==> src/rtl/spi_peripheral.sv <==
// SPI target with oversampled pins, one-entry tx holding register and byte-wide rx strobe.
// Frames are 8 bits, MSB first, full duplex; clock polarity and phase are fixed at build time.
module spi_peripheral #(
  parameter bit         CPOL         = 1'b0,
  parameter bit         CPHA         = 1'b0,
  parameter logic [7:0] IDLE_TX_BYTE = 8'hFF
) (
  input  logic       clock,
  input  logic       reset,
  input  logic       sclk,
  input  logic       pico,
  input  logic       cs,
  output logic       poci,
  output logic       poci_oe,
  input  logic [7:0] tx_data,
  input  logic       tx_valid,
  output logic       tx_ready,
  output logic [7:0] rx_data,
  output logic       rx_valid,
  output logic       tx_underrun,
  output logic       busy
);

  typedef enum logic {S_IDLE, S_ACTIVE} state_e;

  state_e     state_q;
  logic [2:0] sclk_sync_q;
  logic [2:0] cs_sync_q;
  logic [1:0] pico_sync_q;
  logic [7:0] hold_q;
  logic       hold_full_q;
  logic [7:0] tx_shift_q;
  logic [7:0] rx_shift_q;
  logic [7:0] rx_data_q;
  logic [2:0] bit_cnt_q;
  logic       load_pend_q;
  logic       poci_q;
  logic       rx_valid_q;
  logic       underrun_q;

  logic       sclk_lead;
  logic       sclk_trail;
  logic       sample_edge;
  logic       shift_edge;
  logic       cs_fall;
  logic       cs_rise;
  logic       pico_s;
  logic       tx_fire;
  logic       do_load;
  logic [7:0] load_byte_d;
  logic [7:0] rx_byte_d;

  // Bit [1] is the second synchronizer flop; bit [2] only serves edge detection.
  always_ff @(posedge clock or negedge reset) begin
    if (!reset) begin
      sclk_sync_q <= {3{CPOL}};
      cs_sync_q   <= 3'b111;
      pico_sync_q <= 2'b00;
    end else begin
      sclk_sync_q <= {sclk_sync_q[1:0], sclk};
      cs_sync_q   <= {cs_sync_q[1:0], cs};
      pico_sync_q <= {pico_sync_q[0], pico};
    end
  end

  assign sclk_lead   = (sclk_sync_q[1] != CPOL) && (sclk_sync_q[2] == CPOL);
  assign sclk_trail  = (sclk_sync_q[1] == CPOL) && (sclk_sync_q[2] != CPOL);
  assign sample_edge = CPHA ? sclk_trail : sclk_lead;
  assign shift_edge  = CPHA ? sclk_lead : sclk_trail;
  assign cs_fall     = !cs_sync_q[1] && cs_sync_q[2];
  assign cs_rise     = cs_sync_q[1] && !cs_sync_q[2];
  assign pico_s      = pico_sync_q[1];

  assign tx_fire     = tx_valid && !hold_full_q;
  assign load_byte_d = hold_full_q ? hold_q : IDLE_TX_BYTE;
  assign rx_byte_d   = {rx_shift_q[6:0], pico_s};
  assign do_load     = (state_q == S_IDLE) ? cs_fall
                                           : (!cs_rise && shift_edge && load_pend_q);

  always_ff @(posedge clock or negedge reset) begin
    if (!reset) begin
      state_q     <= S_IDLE;
      hold_q      <= 8'h00;
      hold_full_q <= 1'b0;
      tx_shift_q  <= 8'h00;
      rx_shift_q  <= 8'h00;
      rx_data_q   <= 8'h00;
      bit_cnt_q   <= 3'd0;
      load_pend_q <= 1'b0;
      poci_q      <= 1'b0;
      rx_valid_q  <= 1'b0;
      underrun_q  <= 1'b0;
    end else begin
      rx_valid_q <= 1'b0;
      underrun_q <= 1'b0;

      // A load and a handshake never both touch hold_full_q: a handshake needs it clear.
      if (do_load) begin
        if (hold_full_q) hold_full_q <= 1'b0;
        else             underrun_q  <= 1'b1;
      end
      if (tx_fire) begin
        hold_q      <= tx_data;
        hold_full_q <= 1'b1;
      end

      case (state_q)
        S_IDLE: begin
          if (cs_fall) begin
            state_q     <= S_ACTIVE;
            bit_cnt_q   <= 3'd0;
            load_pend_q <= 1'b0;
            if (CPHA) begin
              tx_shift_q <= load_byte_d;
              poci_q     <= 1'b0;
            end else begin
              tx_shift_q <= {load_byte_d[6:0], 1'b0};
              poci_q     <= load_byte_d[7];
            end
          end
        end
        S_ACTIVE: begin
          if (cs_rise) begin
            state_q     <= S_IDLE;
            bit_cnt_q   <= 3'd0;
            load_pend_q <= 1'b0;
            poci_q      <= 1'b0;
          end else if (shift_edge) begin
            if (load_pend_q) begin
              load_pend_q <= 1'b0;
              tx_shift_q  <= {load_byte_d[6:0], 1'b0};
              poci_q      <= load_byte_d[7];
            end else begin
              tx_shift_q <= {tx_shift_q[6:0], 1'b0};
              poci_q     <= tx_shift_q[7];
            end
          end else if (sample_edge) begin
            rx_shift_q <= rx_byte_d;
            if (bit_cnt_q == 3'd7) begin
              rx_data_q   <= rx_byte_d;
              rx_valid_q  <= 1'b1;
              bit_cnt_q   <= 3'd0;
              load_pend_q <= 1'b1;
            end else begin
              bit_cnt_q <= bit_cnt_q + 3'd1;
            end
          end
        end
        default: state_q <= S_IDLE;
      endcase
    end
  end

  assign poci        = poci_q;
  assign poci_oe     = (state_q == S_ACTIVE);
  assign busy        = (state_q == S_ACTIVE);
  assign tx_ready    = !hold_full_q;
  assign rx_data     = rx_data_q;
  assign rx_valid    = rx_valid_q;
  assign tx_underrun = underrun_q;

endmodule

==> config.mk <==
export PLATFORM = sky130hd
export DESIGN_NAME = spi_peripheral
export DESIGN_NICKNAME = d
export VERILOG_FILES = /design/src/rtl/spi_peripheral.sv
export SDC_FILE = /design/constraint.sdc
export NUM_CORES = 1
export LEC_CHECK = 0
export ABC_AREA = 1
export CAP_MARGIN = 5
export CORE_ASPECT_RATIO = 0.5
export CORE_MARGIN = 5
export CORE_UTILIZATION = 45
export CTS_BUF_LIST = sky130_fd_sc_hd__clkbuf_2 sky130_fd_sc_hd__clkbuf_4 sky130_fd_sc_hd__clkbuf_8
export DETAILED_ROUTE_END_ITERATION = 7
export PLACE_DENSITY_LB_ADDON = 0.1
export RECOVER_POWER = 50
export REMOVE_ABC_BUFFERS = 1
export SLEW_MARGIN = 20
export SYNTH_ARGS = -nofsm -noshare
export SYNTH_HDL_FRONTEND = slang
export SYNTH_SLANG_ARGS = --single-unit
==> constraint.sdc <==
create_clock -name clock -period 1.7 [get_ports clock]
set_input_delay 0.34 -clock clock [delete_from_list [all_inputs] [get_ports clock]]
set_output_delay 0.34 -clock clock [all_outputs]
set_load 0.03 [all_outputs]
After elaboration in Yosys (flattened, before gate mapping)
Index checks and enable logic that the tools add are counted.
{ "totals": {"register_bits": 48, "in_bits": 14, "out_inout_bits": 14, "word_cells": 83} }
{ "op_classes": {"addsub": 1, "n_eq_ne": 9, "muxes": 36, "n_bitwise": 5, "n_reduce_logical": 18} }
{ "ops": {"columns": ["operator", "count"], "rows": [
  ["8-bit 2-to-1 mux", 5],
  ["1-bit 2-to-1 mux", 21],
  ["8-bit case mux with 2 select lines", 1],
  ["3-bit 2-to-1 mux", 5],
  ["3-bit AND reduction", 3],
  ["4-bit by 1-bit != test with 1-bit output (second input constant)", 2],
  ["1-bit logical AND", 7],
  ["3-bit by 1-bit != test with 1-bit output (second input constant)", 2],
  ["1-bit case mux with 2 select lines", 3],
  ["3-bit case mux with 2 select lines", 1],
  ["1-bit inverter", 5],
  ["5-bit AND reduction", 1],
  ["1-bit zero test", 4],
  ["2-bit != test (second input constant)", 2],
  ["4-bit AND reduction", 1],
  ["3-bit by 1-bit adder with 3-bit output (second input constant)", 1],
  ["3-bit == test (second input constant)", 1],
  ["3-bit by 2-bit != test with 1-bit output (second input constant)", 1],
  ["2-bit by 1-bit != test with 1-bit output (second input constant)", 1],
  ["2-bit AND reduction", 1],
  ["2-bit nonzero test", 1]
]} }

Longest topological paths before layout
Gate-level depths: netlist of the first run.
{ "depth": {"ltp_word": 8, "ltp_mapped": 8, "depth_no_buf": 8} }

Worst setup path before layout of the first run
OpenSTA, ideal clock, no wires.
{ "synth_path": {"path_type": "register to register", "start": "register hold_full_q", "end": "register hold_q[2]", "setup_ns": 0.124, "arrival_time_ns": 1.184, "path_slack_ns": 0.393, "stages_incl_launch_ff": 7, "path_cell_list": "dfrtp_1 buf_4 inv_1 nand2_2 buf_2 nor2_1 a21oi_1"} }
{ "synth_between": {"elab_chain_len": 2} }
{ "synth_lines": {"columns": ["element", "line_no", "rtl"], "rows": [
  ["start: declaration", "31", "logic hold_full_q;"],
  ["start signal: assignment", "84", "hold_full_q <= 1'b0;"],
  ["start signal: assignment", "99", "if (hold_full_q) hold_full_q <= 1'b0;"],
  ["start signal: assignment", "104", "hold_full_q <= 1'b1;"],
  ["1-bit zero test", null, null],
  ["net tx_ready", "17", "output logic tx_ready,"],
  ["1-bit logical AND", "74", "assign tx_fire = tx_valid && !hold_full_q;"],
  ["end signal: assignment", "103", "hold_q <= tx_data;"],
  ["end: declaration", "30", "logic [7:0] hold_q;"]
]} }
The timed path passes the listed nets, and every way through them passes these cells.
A chain may end at the register's enable or synchronous reset.

Final worst setup path of the first run
{ "layout_path": {"start": "register rx_data_q[6] (netlist: rx_data[6])", "end": "output port rx_data[6]"} }
{ "layout_lines": {"columns": ["element", "line_no", "rtl"], "rows": [
  ["start: declaration", "34", "logic [7:0] rx_data_q;"],
  ["start signal: assignment", "140", "rx_data_q <= rx_byte_d;"],
  ["end: declaration", "18", "output logic [7:0] rx_data,"]
]} }
No word-level cell between the ends.

==> summary.md, run 1 <==
| Metric | Value |
|---|---|
| Cell family with most CP delay | buffers and inverters |
| Reg2Reg Setup Slack | 260 ps |
| Netlist cell types | 22 |
| Normalized max-slew margin | between 70 and 80% |
| Layout Cells excl Fill | roughly 310 |
| GR Util met3 | ~4.3% |
| Via count of the first global-routing pass | ~1,600 |
| Final setup vio count | 0 |
| Grt met2 use | roughly a quarter |
| Sink Count | 47 |
| Starting Density | a little under half |
| Total power | 3170 µW |
| Share of layout cells above drive strength 1 | between 10% and 20% |
| Worst reg-to-reg path cell count | 7 |
| Largest net degree at the start of global routing | 30 |
| First-pass GRT wire length | 6640 µm |
| Hold Path Depth | 0 |
| Setup TNS | 0 ps |
| CP Buf/Inv Count | 1 |
| Cell count after placement | between 300 and 400 |
| Pwr Density | between 1000 and 1500 nW/µm² |
| DR vias/cell | ~4.7 |
| Max clock buf depth | 2 |
| H-tree depth | 2 |
| Area Growth Syn to Fin | 23.6% |
| Cell area after synthesis | 2010 µm² |
| RR Endpoint | tx_shift_q[1] |
| Static Leak | approximately 0.0014 µW |
| Num CTS Buffers | 5 |
| Worst EP arrival | roughly 1300 ps |
| Final Hold Fails | 0 |
| Critical-path top delay cell | clkdlybuf4s50_1 |
| Max IR drop VDD | about 0.65 mV |
| Final Hold Slack | 355 ps |
| First-pass DRT Iterations | 4 |
| Syn. warnings | 0 |
| Die area | 5980 µm² |
| Worst path cell trace | clkdlybuf4s50_1 |
| Syn Area/Cell | between 9 and 10 µm² |
| Final period util | between 90% and 100% |
| Total number of vias | about 1,500 |
| Slowest stage delay, CP | ~670 ps |
| Gr ovfl total | 0 |
| Unrepaired setup endpoints after global routing | no |
| # Max-Cap Violations | 0 |
| CTS root buf | clkbuf_8 |
| Shortest period the worst path allows | ~1700 ps |
| Synthesized instance count | 220 |
| Routed length per placed instance | 11.6 µm |
| Fmax | around 600 MHz |
| Initial antenna violation count | 0 |
| M1 GR Usage | 16.6% |
| Die extent in x | about 100 µm |
| Status | finished, final reports clean |
| Max FO, Critical Path | 2 |
| Fillers | 410 |
| DIE HEIGHT | 57.2 µm |
| Placer Congestion | 0.746 |
| Hold Path Origin | sclk_sync_q[0] |
| Sequential element share of the synthesized area | 58.8% |
| CTS tree | built |
| Skew final | roughly 2.4 ps |
| Slew at the pin closest to its max-slew limit | ~410 ps |
| Slew Limit Fails | 0 |
| Hold Crit Class | reg2reg |
| Routed Antenna Nets | 0 |
| Clock latency on the worst-skew pair | 290 ps |
| Crit start category | flip-flop |
| GRT busiest layer | met2 |
| IO Count | 28 |
| DRC | 0 |
| # rows | 17 |
| Worst EP required | 1360 ps |
| Synth Register Bits | 47 |
| CP endpoint kind | primary output |
| HPWL after detailed placement | 2700 µm |
| Core area | roughly 4400 µm² |
| Initial DRC count | 42 |
| FF-to-FF Start | cs_sync_q[2] |
| Post-CTS setup buffer count | 0 |
| Nets@finish | 273 |
| I/O Buffers | 27 |
| Total wire length | ~3600 µm |
| Clk slew on worst S/H paths | ~80 ps |
| # diodes | 0 |
| Hold endpoint | sclk_sync_q[1] |
| Overall routing resource usage | a little over an eighth |
| Crit Path Class | reg2out |
per-stage QoR:
stage / worst slack (ps) / util (%) / area, µm²
floorplan: 185 / - / 1970
global placement: 269 / 54.2 / 2360
detailed placement: 259 / 54.2 / 2360
CTS: 2.48 / 56.8 / 2480
global route: 2.33 / 56.9 / 2480
finish: 46.8 / 56.9 / 2480
Yosys cell counts (all sizes together):
master  number  area, µm²
a21oi        7       35.0
nand3       20        105
o21ai        8       43.8
buf          5       36.3
ha           3       37.5
nor2        12       76.3
mux2         2       22.5
inv         20       75.1
dfrtp       44       1100
nand4        3       18.8
dfstp        3       78.8
nand2       93        377
flip-flops by register name (all words and copies together) (netlist names):
name / count
poci: 1
load_pend_q: 1
hold_q: 8
hold_full_q: 1
busy: 1
bit_cnt_q: 3
cs_sync_q: 3
tx_underrun: 1
rx_data: 8
rx_shift_q: 7
tx_shift_q: 7
rx_valid: 1
sclk_sync_q: 3
pico_sync_q: 2
layout by cell type (no fill, tap or decap):
cell | netlist | final
nand2_1 | 86 | 87
dfrtp_1 | 44 | 44
nand3_1 | 19 | 19
inv_1 | 16 | 16
clkdlybuf4s50_1 | 0 | 13
nor2_1 | 9 | 9
dlymetal6s2s_1 | 0 | 8
a21oi_1 | 7 | 7
clkbuf_8 | 0 | 7
buf_4 | 2 | 5
inv_2 | 4 | 4
nand2_2 | 5 | 4
o21ai_0 | 4 | 4
dlygate4sd3_1 | 0 | 4
nand4_1 | 3 | 3
o21ai_1 | 3 | 3
ha_1 | 3 | 3
nand2_4 | 2 | 2
nor2_4 | 2 | 2
mux2_2 | 2 | 2
clkbuf_4 | 0 | 2
dfstp_2 | 3 | 2
dlygate4sd2_1 | 0 | 2
nand3_2 | 1 | 1
nor2_8 | 1 | 1
o21ai_2 | 1 | 1
dfstp_1 | 0 | 1
buf_2 | 2 | 1
layout make-up:
cell class,count,area (µm²),share of cell area [%]
Inverter,20,75.1,3.03
Multi-Input combinational cell,148,713,28.7
Timing Repair Buffer,34,338,13.6
Tap cell,57,71.3,2.87
Clock buffer,8,104,4.19
Sequential cell,47,1180,47.6
kinds of logic after synthesis:
kind of cell	Yosys count	synth area share (%)
buf+inv	25	5.55
compound gates	15	3.93
fa+ha+maj	3	1.87
simple gates	128	28.7
flops	47	58.8
mux	2	1.12
report_power, final:
part           internal, µW  switching [µW]  total [µW]
clock network           387             353         740
registers              1390             135        1530
logic                   351             552         903
layer usage:
metal	vias up	part of all wire (%)
met5	-	0
met2	24	47
met4	0	1.0
met3	5	5.0
li1	759	-
met1	698	47
repair_timing:
item                                   4_1_cts  5_1_grt
gates cloned                                 0        0
hold buffers                                 1        0
setup endpoints to repair                    2        8
endpoints found under the hold margin       18        0
resized for setup                            2        8
how the worst max path moves through the flow:
stage | from | endpoint | depth (start not counted)
after global placement | hold_full_q | tx_ready | 2
after CTS | rx_data[2] | rx_data[2] | 1
after global routing | rx_data[0] | rx_data[0] | 1
after floorplan | busy | rx_data[0] | 5
after detailed placement | hold_full_q | tx_ready | 2
final | rx_data[6] | rx_data[6] | 1
(Power assumes the default switching activity.)
==> run 2: changes to the inputs <==
Settings changed: CORE_UTILIZATION 45 to 55, PLACE_DENSITY from default to 0.8, PLACE_DENSITY_LB_ADDON 0.1 to default.
==> run 2 against run 1 <==
Net effect: register-to-register slack barely moved; clock power decreased by 9.6%; critical path depth unchanged; hold slack better by 3.8 ps; core utilization is 14 points higher; critical path type unchanged; largest cell class unchanged.
==> summary.md, run 2 (same netlist as run 1, synthesis figures left out) <==
| Metric | Value |
|---|---|
| Status | finished, final reports clean |
| Critical-path top delay cell | clkdlybuf4s50_1 |
| Fmax | 615 MHz (+1.7%) |
| Nets@finish | 272 (-0.37%) |
| Final Cell Area | 2450 µm² (-1.3%) |
| Dpl cell area | 2340 µm² (-1.2%) |
| Shortest period the worst path allows | 1630 ps (-27.5 ps) |
| Unrepaired setup endpoints after global routing | no |
| Setup WS post-layout | 74.3 ps (+27.5 ps) |
| Post-placement setup slack | 187 ps (-71.8 ps) |
| Total number of vias | 1,504 (+1.2%) |
| Routed Antenna Nets | 0 (unchanged) |
| Gr ovfl total | 0 (unchanged) |
| Sink Count | 47 (unchanged) |
| CTS tree | built |
| Skew final | 7.95 ps (+5.52 ps) |
| Worst path cell trace | clkdlybuf4s50_1 |
| Commonest non-fill, non-tap cell in the layout | nand2_1 |
| M1 GR Usage | 19.9% (+3.3 points) |
| CP Buf/Inv Count | 1 (unchanged) |
| Core area | 3470 µm² (-20%) |
| Clock latency on the worst-skew pair | 300 ps (about the same) |
| Crit Path Class | reg2out |
| Num CTS Buffers | 5 (unchanged) |
| Final setup vio count | 0 (unchanged) |
| Crit start category | flip-flop |
| DRC | 0 (unchanged) |
| Die extent in x | 95.4 µm (-8.6%) |
| Largest net degree at the start of global routing | 21 (-30%) |
| Most frequent cells in the layout | 88 x nand2_1, 44 x dfrtp_1, 19 x nand3_1 |
| Slew at the pin closest to its max-slew limit | 483 ps (+69.4 ps) |
| Setup TNS | 0 ps (unchanged) |
| DR vias/cell | 4.90 (+3.5%) |
| # Max-Cap Violations | 0 (unchanged) |
| Normalized max-slew margin | 67.8% (-4.6 points) |
| CP endpoint kind | primary output |
| Seq pwr share | 49.7% (+1.5 points) |
| H-tree depth | 2 (unchanged) |
| Initial antenna violation count | 0 (unchanged) |
| Sw Share | 34.1% (+1.3 points) |
| Worst EP required | 1360 ps (about the same) |
| Die area | 5030 µm² (-16%) |
| I/O Buffers | 27 (unchanged) |
| IO Count | 28 (unchanged) |
| GR Util met3 | 4.88% (+0.58 points) |
| Slew Limit Fails | 0 (unchanged) |
| Max FO, Critical Path | 1 (-1) |
| Gate power share | 28.6% (about the same) |
| Placer Congestion | 0.787 (+5.4%) |
| Final Hold Fails | 0 (unchanged) |
| Max clock buf depth | 2 (unchanged) |
| First-pass GRT wire length | 6590 µm (-0.72%) |
| CTS root buf | clkbuf_8 |
| Post-CTS setup buffer count | 0 (unchanged) |
| Pwr Density | 1260 nW/µm² (-1.6%) |
| Clock Power Share | 21.7% (-1.6 points) |
| Max IR drop VDD | 0.756 mV (+16%) |
| Cell family with most CP delay | buffers and inverters |
| GRT busiest layer | met2 |
| Worst EP arrival | 1290 ps (-20 ps) |
| Share of layout cells above drive strength 1 | 12.1% (-1.1 points) |
| Starting Density | 57.8% (+12 points) |
| # rows | 15 (-2) |
| # diodes | 0 (unchanged) |
| Area Growth Syn to Fin | 22.0% |
| Grt met2 use | 31.3% (+8.0 points) |
| Cell Int Power | 2030 µW (-4.9%) |
| Clk slew on worst S/H paths | 80 ps (about the same) |
| Via count of the first global-routing pass | 1,508 (-2.7%) |
| Overall routing resource usage | 17.4% (+3.9 points) |
| Hold Crit Class | reg2reg |
| DIE HEIGHT | 52.7 µm (-7.9%) |
| First-pass DRT Iterations | 4 (unchanged) |
| Final period util | 95.6% (-1.6 points) |
| HPWL after detailed placement | 2760 µm (+2.5%) |
| Psw | 1050 µW (+0.99%) |
| Static Leak | 0.00146 µW (+1.8%) |
| Slowest stage delay, CP | 660 ps (about the same) |
| Total wire length | 3690 µm (+1.3%) |
| Routed length per placed instance | 12.0 µm (+3.6%) |
| Fillers | 297 (-28%) |
| Initial DRC count | 52 (+24%) |
run 2: cell types whose count changed in the layout (fill, tap and decap cells not counted), moves of 2 or more:
| cell | previous run | this run |
|---|---|---|
| clkbuf_8 | 7 | 5 |
| dlymetal6s2s_1 | 8 | 11 |
| buf_4 | 5 | 2 |
| clkdlybuf4s50_1 | 13 | 11 |
| clkbuf_2 | 0 | 2 |
run 2: worst paths after layout:
check / startpoint / slack (ps) / cells past startpoint / to
setup / recovery: tx_underrun / 70 / 1 / tx_underrun
hold / removal: sclk_sync_q[0] / 360 / 0 / sclk_sync_q[1]
setup reg to reg: cs_sync_q[2] / 260 / 7 / tx_shift_q[1]
hold reg to reg: sclk_sync_q[0] / 360 / 0 / sclk_sync_q[1]
max in group asynchronous: reset / 450 / 3 / rx_shift_q[2]
min in group asynchronous: reset / 470 / 2 / load_pend_q
run 2: metal layers:
| layer | wire [µm] | up-vias |
|---|---|---|
| li1 | - | 757 |
| met1 | 1610 | 713 |
| met2 | 1870 | 32 |
| met3 | 188 | 2 |
| met4 | 17 | 0 |
| met5 | 0 | - |
run 2: worst register-to-register path, cell delays in order, from the launching register on:
cell	delay [ps]
dfstp_2	560
inv_2	50
nand2_2	80
nand2_4	80
nand2_1	280
nand2_4	140
nand2_1	100
o21ai_2	50
run 2: cell type report:
class | instances | area (µm²) | share of cell area [%]
inverter | 20 | 75.1 | 3.07
multi-input combinational | 148 | 711 | 29.0
clock inverter | 2 | 12.5 | 0.511
clock buffer | 6 | 76.3 | 3.12
timing repair buffer | 33 | 330 | 13.5
sequential | 47 | 1180 | 48.2
tap | 51 | 63.8 | 2.61
run 2: timing repair:
item / CTS / global route
gates resized for setup: 1 / 11
endpoints found under the hold margin: 11 / 0
endpoints found under the setup margin: 1 / 11
hold buffers: 1 / 0
run 2: stage by stage:
| step | std cells | total power [µW] | util, % | hold WS, ps |
|---|---|---|---|---|
| 2_1_floorplan | 215 | 2140 | - | 44.4 |
| 3_3_place_gp | 298 | 2420 | 67.3 | 261 |
| 3_5_place_dp | 298 | 2460 | 67.3 | 270 |
| 4_1_cts | 307 | 3130 | 70.1 | 361 |
| 5_1_grt | 307 | 3310 | 70.5 | 372 |
| 6_report | 307 | 3080 | 70.5 | 359 |
run 2: power groups by stage:
stage / Combinational [µW] / Sequential (µW) / Clock, µW
after global placement: 882 / 1540 / 0
after floorplan: 547 / 1590 / 0
after detailed placement: 909 / 1550 / 0
after CTS: 904 / 1530 / 689
after global routing: 1010 / 1560 / 745
final: 880 / 1530 / 669
